--- config.mk ---
export PLATFORM = sky130hd
export DESIGN_NAME = drp_adc_responder_flat
export DESIGN_NICKNAME = d
export VERILOG_FILES = /design/src/rtl/drp_adc_responder_if.sv /design/src/rtl/drp_adc_responder.sv /design/src/flat_wrapper.sv
export SDC_FILE = /design/constraint.sdc
export NUM_CORES = 1
export LEC_CHECK = 0
export ABC_AREA = 1
export BUFFER_PORTS_ARGS = -buffer_cell sky130_fd_sc_hd__buf_4
export CAP_MARGIN = 10
export CORE_ASPECT_RATIO = 0.9
export CORE_UTILIZATION = 65
export DETAILED_ROUTE_END_ITERATION = 8
export MAX_ROUTING_LAYER = met4
export PLACE_DENSITY_LB_ADDON = 0.05
export SYNTH_ARGS = -nofsm -noshare
export SYNTH_HDL_FRONTEND = slang
export SYNTH_SLANG_ARGS = --single-unit
--- constraint.sdc ---
create_clock -name clk -period 49.9 [get_ports clk]
set_clock_uncertainty 0.1 [all_clocks]
set_input_delay 7.485 -clock clk [delete_from_list [all_inputs] [get_ports clk]]
set_output_delay 7.485 -clock clk [all_outputs]
set_load 0.05 [all_outputs]
--- src/rtl/drp_adc_responder_if.sv ---
// DRP handshake bundle between the ADC controller (master) and the
// responder standing in for the ADC hard macro (slave).
interface drp_if;
    logic        den;
    logic        dwe;
    logic [6:0]  daddr;
    logic [15:0] di;
    logic [15:0] dout;
    logic        drdy;

    modport master (
        output den,
        output dwe,
        output daddr,
        output di,
        input  dout,
        input  drdy
    );

    modport slave (
        input  den,
        input  dwe,
        input  daddr,
        input  di,
        output dout,
        output drdy
    );
endinterface

--- src/rtl/drp_adc_responder.sv ---
// ADC DRP responder: periodic conversion of a 12-bit sample bus into a
// result register with running max/min, an end-of-conversion pulse, and a
// fixed-latency DRP slave with 32 read/write config registers.
module drp_adc_responder #(
    parameter int         CONV_CYCLES = 26,
    parameter int         DRP_LATENCY = 4,
    parameter logic [6:0] CHANNEL     = 7'h1E
) (
    input  logic        clk,
    input  logic        rst,
    drp_if.slave        drp,
    input  logic [11:0] sample,
    output logic        eoc,
    output logic        err
);
    localparam int         TW       = $clog2(CONV_CYCLES);
    localparam logic [TW-1:0] TC    = TW'(CONV_CYCLES - 1);
    localparam logic [3:0] LAT_LOAD = 4'(DRP_LATENCY - 1);

    typedef enum logic {IDLE, BUSY} state_t;

    state_t         state_reg, state_next;
    logic [3:0]     lat_reg, lat_next;
    logic           accept;
    logic           drdy_int;

    logic [TW-1:0]  timer_reg;
    logic           hold;
    logic           conv_done;

    logic [11:0]    result_reg;
    logic [11:0]    max_reg;
    logic [11:0]    min_reg;
    logic           eoc_reg;
    logic           err_reg;

    logic           wr_reg;
    logic [6:0]     addr_reg;
    logic [15:0]    wdata_reg;
    logic [15:0]    rdata_reg;
    logic [15:0]    dout_reg;
    logic [15:0]    rd_data;
    logic           cfg_we;

    logic [15:0]    cfg_reg [32];

    assign hold      = cfg_reg[0][0];
    assign conv_done = (timer_reg == TC) && !hold;

    // Conversion timer: free-running modulo counter, frozen while HOLD is set.
    always_ff @(posedge clk or posedge rst) begin
        if (rst) begin
            timer_reg <= '0;
        end else if (!hold) begin
            timer_reg <= (timer_reg == TC) ? '0 : timer_reg + 1'b1;
        end
    end

    // Terminal-count actions: load result, track max/min, pulse eoc.
    always_ff @(posedge clk or posedge rst) begin
        if (rst) begin
            result_reg <= 12'h000;
            max_reg    <= 12'h000;
            min_reg    <= 12'hFFF;
            eoc_reg    <= 1'b0;
        end else begin
            eoc_reg <= conv_done;
            if (conv_done) begin
                result_reg <= sample;
                if (sample > max_reg) max_reg <= sample;
                if (sample < min_reg) min_reg <= sample;
            end
        end
    end

    // Read-data mux over the live register state; sampled on acceptance so
    // later timer updates never leak into an in-flight read.
    always_comb begin
        rd_data = 16'h0000;
        if (drp.daddr[6]) begin
            if (!drp.daddr[5]) rd_data = cfg_reg[drp.daddr[4:0]];
        end else if (drp.daddr == CHANNEL) begin
            rd_data = {result_reg, 4'b0000};
        end else if (drp.daddr == 7'h20) begin
            rd_data = {max_reg, 4'b0000};
        end else if (drp.daddr == 7'h24) begin
            rd_data = {min_reg, 4'b0000};
        end
    end

    // DRP FSM next-state: accept in IDLE, count down latency in BUSY.
    always_comb begin
        state_next = state_reg;
        lat_next   = lat_reg;
        accept     = 1'b0;
        drdy_int   = 1'b0;
        case (state_reg)
            IDLE: begin
                if (drp.den) begin
                    accept     = 1'b1;
                    state_next = BUSY;
                    lat_next   = LAT_LOAD;
                end
            end
            BUSY: begin
                if (lat_reg == 4'd0) begin
                    drdy_int   = 1'b1;
                    state_next = IDLE;
                end else begin
                    lat_next = lat_reg - 4'd1;
                end
            end
            default: state_next = IDLE;
        endcase
    end

    // DRP FSM state and latency counter.
    always_ff @(posedge clk or posedge rst) begin
        if (rst) begin
            state_reg <= IDLE;
            lat_reg   <= 4'd0;
        end else begin
            state_reg <= state_next;
            lat_reg   <= lat_next;
        end
    end

    // Request latch, held-dout register and sticky protocol error.
    always_ff @(posedge clk or posedge rst) begin
        if (rst) begin
            wr_reg    <= 1'b0;
            addr_reg  <= 7'h00;
            wdata_reg <= 16'h0000;
            rdata_reg <= 16'h0000;
            dout_reg  <= 16'h0000;
            err_reg   <= 1'b0;
        end else begin
            if (accept) begin
                wr_reg    <= drp.dwe;
                addr_reg  <= drp.daddr;
                wdata_reg <= drp.di;
                rdata_reg <= rd_data;
            end
            if (drdy_int && !wr_reg) dout_reg <= rdata_reg;
            if (drp.den && state_reg == BUSY) err_reg <= 1'b1;
        end
    end

    // Writes commit on the drdy cycle and only reach the 0x40-0x5F window.
    assign cfg_we = drdy_int && wr_reg && (addr_reg[6:5] == 2'b10);

    generate
        for (genvar gi = 0; gi < 32; gi++) begin : g_cfg
            // One config register per slot.
            always_ff @(posedge clk or posedge rst) begin
                if (rst) begin
                    cfg_reg[gi] <= 16'h0000;
                end else if (cfg_we && addr_reg[4:0] == 5'(gi)) begin
                    cfg_reg[gi] <= wdata_reg;
                end
            end
        end
    endgenerate

    assign drp.drdy = drdy_int;
    assign drp.dout = (drdy_int && !wr_reg) ? rdata_reg : dout_reg;
    assign eoc      = eoc_reg;
    assign err      = err_reg;
endmodule
--- src/flat_wrapper.sv ---
// flat-port wrapper written by rule: the top's interface ports become plain ports
module drp_adc_responder_flat 
#(
    parameter int         CONV_CYCLES = 26,
    parameter int         DRP_LATENCY = 4,
    parameter logic [6:0] CHANNEL     = 7'h1E
)
  (clk, rst, sample, eoc, err, drp_den, drp_dwe, drp_daddr, drp_di, drp_dout, drp_drdy);
  drp_if drp_i ();
  input  logic clk;
  input  logic rst;
  input  logic [11:0] sample;
  output logic eoc;
  output logic err;
  input wire logic [$bits(drp_i.den)-1:0] drp_den;
  input wire logic [$bits(drp_i.dwe)-1:0] drp_dwe;
  input wire logic [$bits(drp_i.daddr)-1:0] drp_daddr;
  input wire logic [$bits(drp_i.di)-1:0] drp_di;
  output wire logic [$bits(drp_i.dout)-1:0] drp_dout;
  output wire logic [$bits(drp_i.drdy)-1:0] drp_drdy;
  assign drp_i.den = drp_den;
  assign drp_i.dwe = drp_dwe;
  assign drp_i.daddr = drp_daddr;
  assign drp_i.di = drp_di;
  assign drp_dout = drp_i.dout;
  assign drp_drdy = drp_i.drdy;
  drp_adc_responder #(.CONV_CYCLES(CONV_CYCLES), .DRP_LATENCY(DRP_LATENCY), .CHANNEL(CHANNEL)) u_core (.clk(clk), .rst(rst), .drp(drp_i), .sample(sample), .eoc(eoc), .err(err));
endmodule
==> metrics <==
status=complete, no violations; fin crit period=10.54 ns; Clock Sinks=616; P per Cell Area=43.3 nW/um2; Comb pwr share=22.9%; initial core utilization=66.0%; # hold bufs at CTS=0; xor-xnor portion of the synthesized cell area=0.0599%; area grow syn2layout=7.02%; Startpoint Class=input port; WL/cell=20.5 um; EDFF count, synth=0; clock-pin slew on the worst setup and hold paths=0.06 ns; Final Setup Violations=0; GRT overflow=0; die area=45800 um2; sequential element share of the synthesized area=52.8%; Slew headroom=15.2%; Final nets=3622; via count=24899; total CTS buffers=61; clock power share=33.1%; largest family of logic cells by synthesized area=simple AND/OR/NAND/NOR gates; mux cell area share after synthesis=0.616%; WL final=86.3 mm; max reg flops=512; Int Pwr=0.000888 W; Critical Path AT=11.05 ns; critical path required time=50.41 ns; most common cell after layout, fill and taps aside=nand2_1; Post-Place Setup Slack=38.57 ns; Die Wd=226 um; num rows=73; Slew @ Worst Pin=1.27 ns; H-tree lvl count=2; Min Hold Slack=0.368 ns; Reg power frac=44.0%; Tot Pwr=0.00135 W; asr flop ratio synth=100%; Setup Buffers After CTS=0; RePlAce Congestion=0.966; port bufs=57; period utilization=21.1%; syn nets=3733; fraction of layout cells with a size suffix above 1=7.36%; Crit Path Class=in -> async; Net Sw Power=0.000466 W; Cell variety after synth=36; Avg Vias per Cell=5.92; hpwl dp=52.5 mm; Post-synth top flop=dfrtp_1; synthesized cell area=29200 um2; final setup margin=39.36 ns; maxcap violations=0; Syn Inst Count=3668; Ports=58; residual DRC count=0; Post-DRT Antenna Nets=0; fin. max-slew vios=0; CTS resizes=0; GRT Total Usage=39.9%; switching share of power=34.4%; vias in the first global route=24149; Final Hold Fails=0; largest net degree at the start of global routing=148; most frequent cells in the layout=nand2_1 (1193), dfrtp_1 (604), o21ai_0 (509); Clock Path Buffers=3; post-synthesis compound-gate area fraction=14.0%; Max FO, Critical Path=124; #FFs+latches synth=616; initial antenna violation count=5; adder-cell share of the synthesized area=1.11%; Syn Area/Cell=7.97 um2; clk_lat worst skew=0.63 ns; Die H=203 um; VDD IR max=0.0284 mV; Core Region=44300 um2; root buffer cell=clkbuf_16; drt pass-1 iters=6; RSZ-0062 raised after global routing=false; TNS Setup=0 ns; DRT iter0 DRCs=3205; Pleak=15.0 nW; Synth Area in Simple Gates=23.2%; Setup crit end kind=async pin; first-pass GRT wire length=136 mm; achievable frequency=0.0948 GHz; class of the worst hold path=reg -> reg; CTS tree=done; Warnings, synthesis=0
-- power groups by stage --
stage                     sequential [W]  clock [W]  combinational (W)
after global routing            0.000599   0.000471           0.000337
after global placement          0.000599          0           0.000298
after floorplan                 0.000587          0           0.000199
final                           0.000595   0.000449           0.000310
after CTS                       0.000593   0.000451           0.000306
after detailed placement        0.000601          0           0.000305
-- cells in the mapped netlist, types with 16 or more instances --
cell,instances,share of area [%]
a21oi_1,59,1.0
buf_2,67,1.1
buf_6,30,1.2
clkbuf_1,145,1.9
dfrtp_1,604,52
ha_1,26,1.1
inv_1,276,3.5
mux2_2,16,0.62
nand2_1,1193,15
nand2_4,20,0.77
nand3_1,205,3.5
nor2_1,242,3.1
o211ai_1,27,0.69
o21ai_0,509,8.7
o21ai_1,148,2.5
o21ai_2,22,0.66
-- critical path: stages --
cell and delay [ns]:
buf_4 0.13, inv_8 0.58, buf_4 0.84, buf_4 0.84
buf_4 0.88
-- per-layer routing --
layer	vias to the layer above	global-route usage (%)	part of all wire, %
met5	-	-	0
met4	0	16.6	3.9
met3	206	9.05	10
met2	1181	59.3	45
met1	12058	53.2	41
li1	11454	-	-
-- cell type report --
class	instances	area, um2
Antenna cell	5	12.5
Clock buffer	99	1850
Clock inverter	9	70.1
Fill cell	3665	13000
Inverter	281	1070
Multi-Input combinational cell	2503	11400
Sequential cell	616	15400
Tap cell	600	751
Timing Repair Buffer	94	712
-- metrics by stage --
stage,std cells,area (um2),utilization (%)
floorplan,3668,29200,-
global placement,4094,29400,66.3
detailed placement,4094,29400,66.3
CTS,4202,31300,70.6
global route,4207,31300,70.6
finish,4207,31300,70.6
-- cells by family (layout without fill, tap and decap cells) --
logic type / Yosys count / in the layout
AND/OR/NAND/NOR: 1677 / 1677
buffers and inverters: 549 / 483
adder cells (fa/ha/maj): 26 / 26
multiplexers: 16 / 16
flip-flops: 616 / 616
XOR/XNOR: 2 / 2
other: 0 / 5
AO/OA/AOI/OAI: 782 / 782
-- path summary, 6_finish.rpt --
path / slack (ns) / from / depth (start not counted) / endpoint
hold reg to reg: 0.37 / u_core.err$_DFFE_PP0P_ / 1 / u_core.err$_DFFE_PP0P_
setup reg to reg: 46.37 / u_core.lat_reg[0]$_DFFE_PP0P_ / 9 / u_core.cfg_reg[510]$_DFFE_PP0P_
max in group clk: 39.49 / u_core.lat_reg[0]$_DFFE_PP0P_ / 7 / drp_dout[2]
hold / removal: 0.37 / u_core.err$_DFFE_PP0P_ / 1 / u_core.err$_DFFE_PP0P_
min in group asynchronous: 6.91 / rst / 2 / u_core.cfg_reg[153]$_DFFE_PP0P_
setup / recovery: 39.36 / rst / 5 / u_core.cfg_reg[427]$_DFFE_PP0P_
Power figures use the tool's default switching activity.
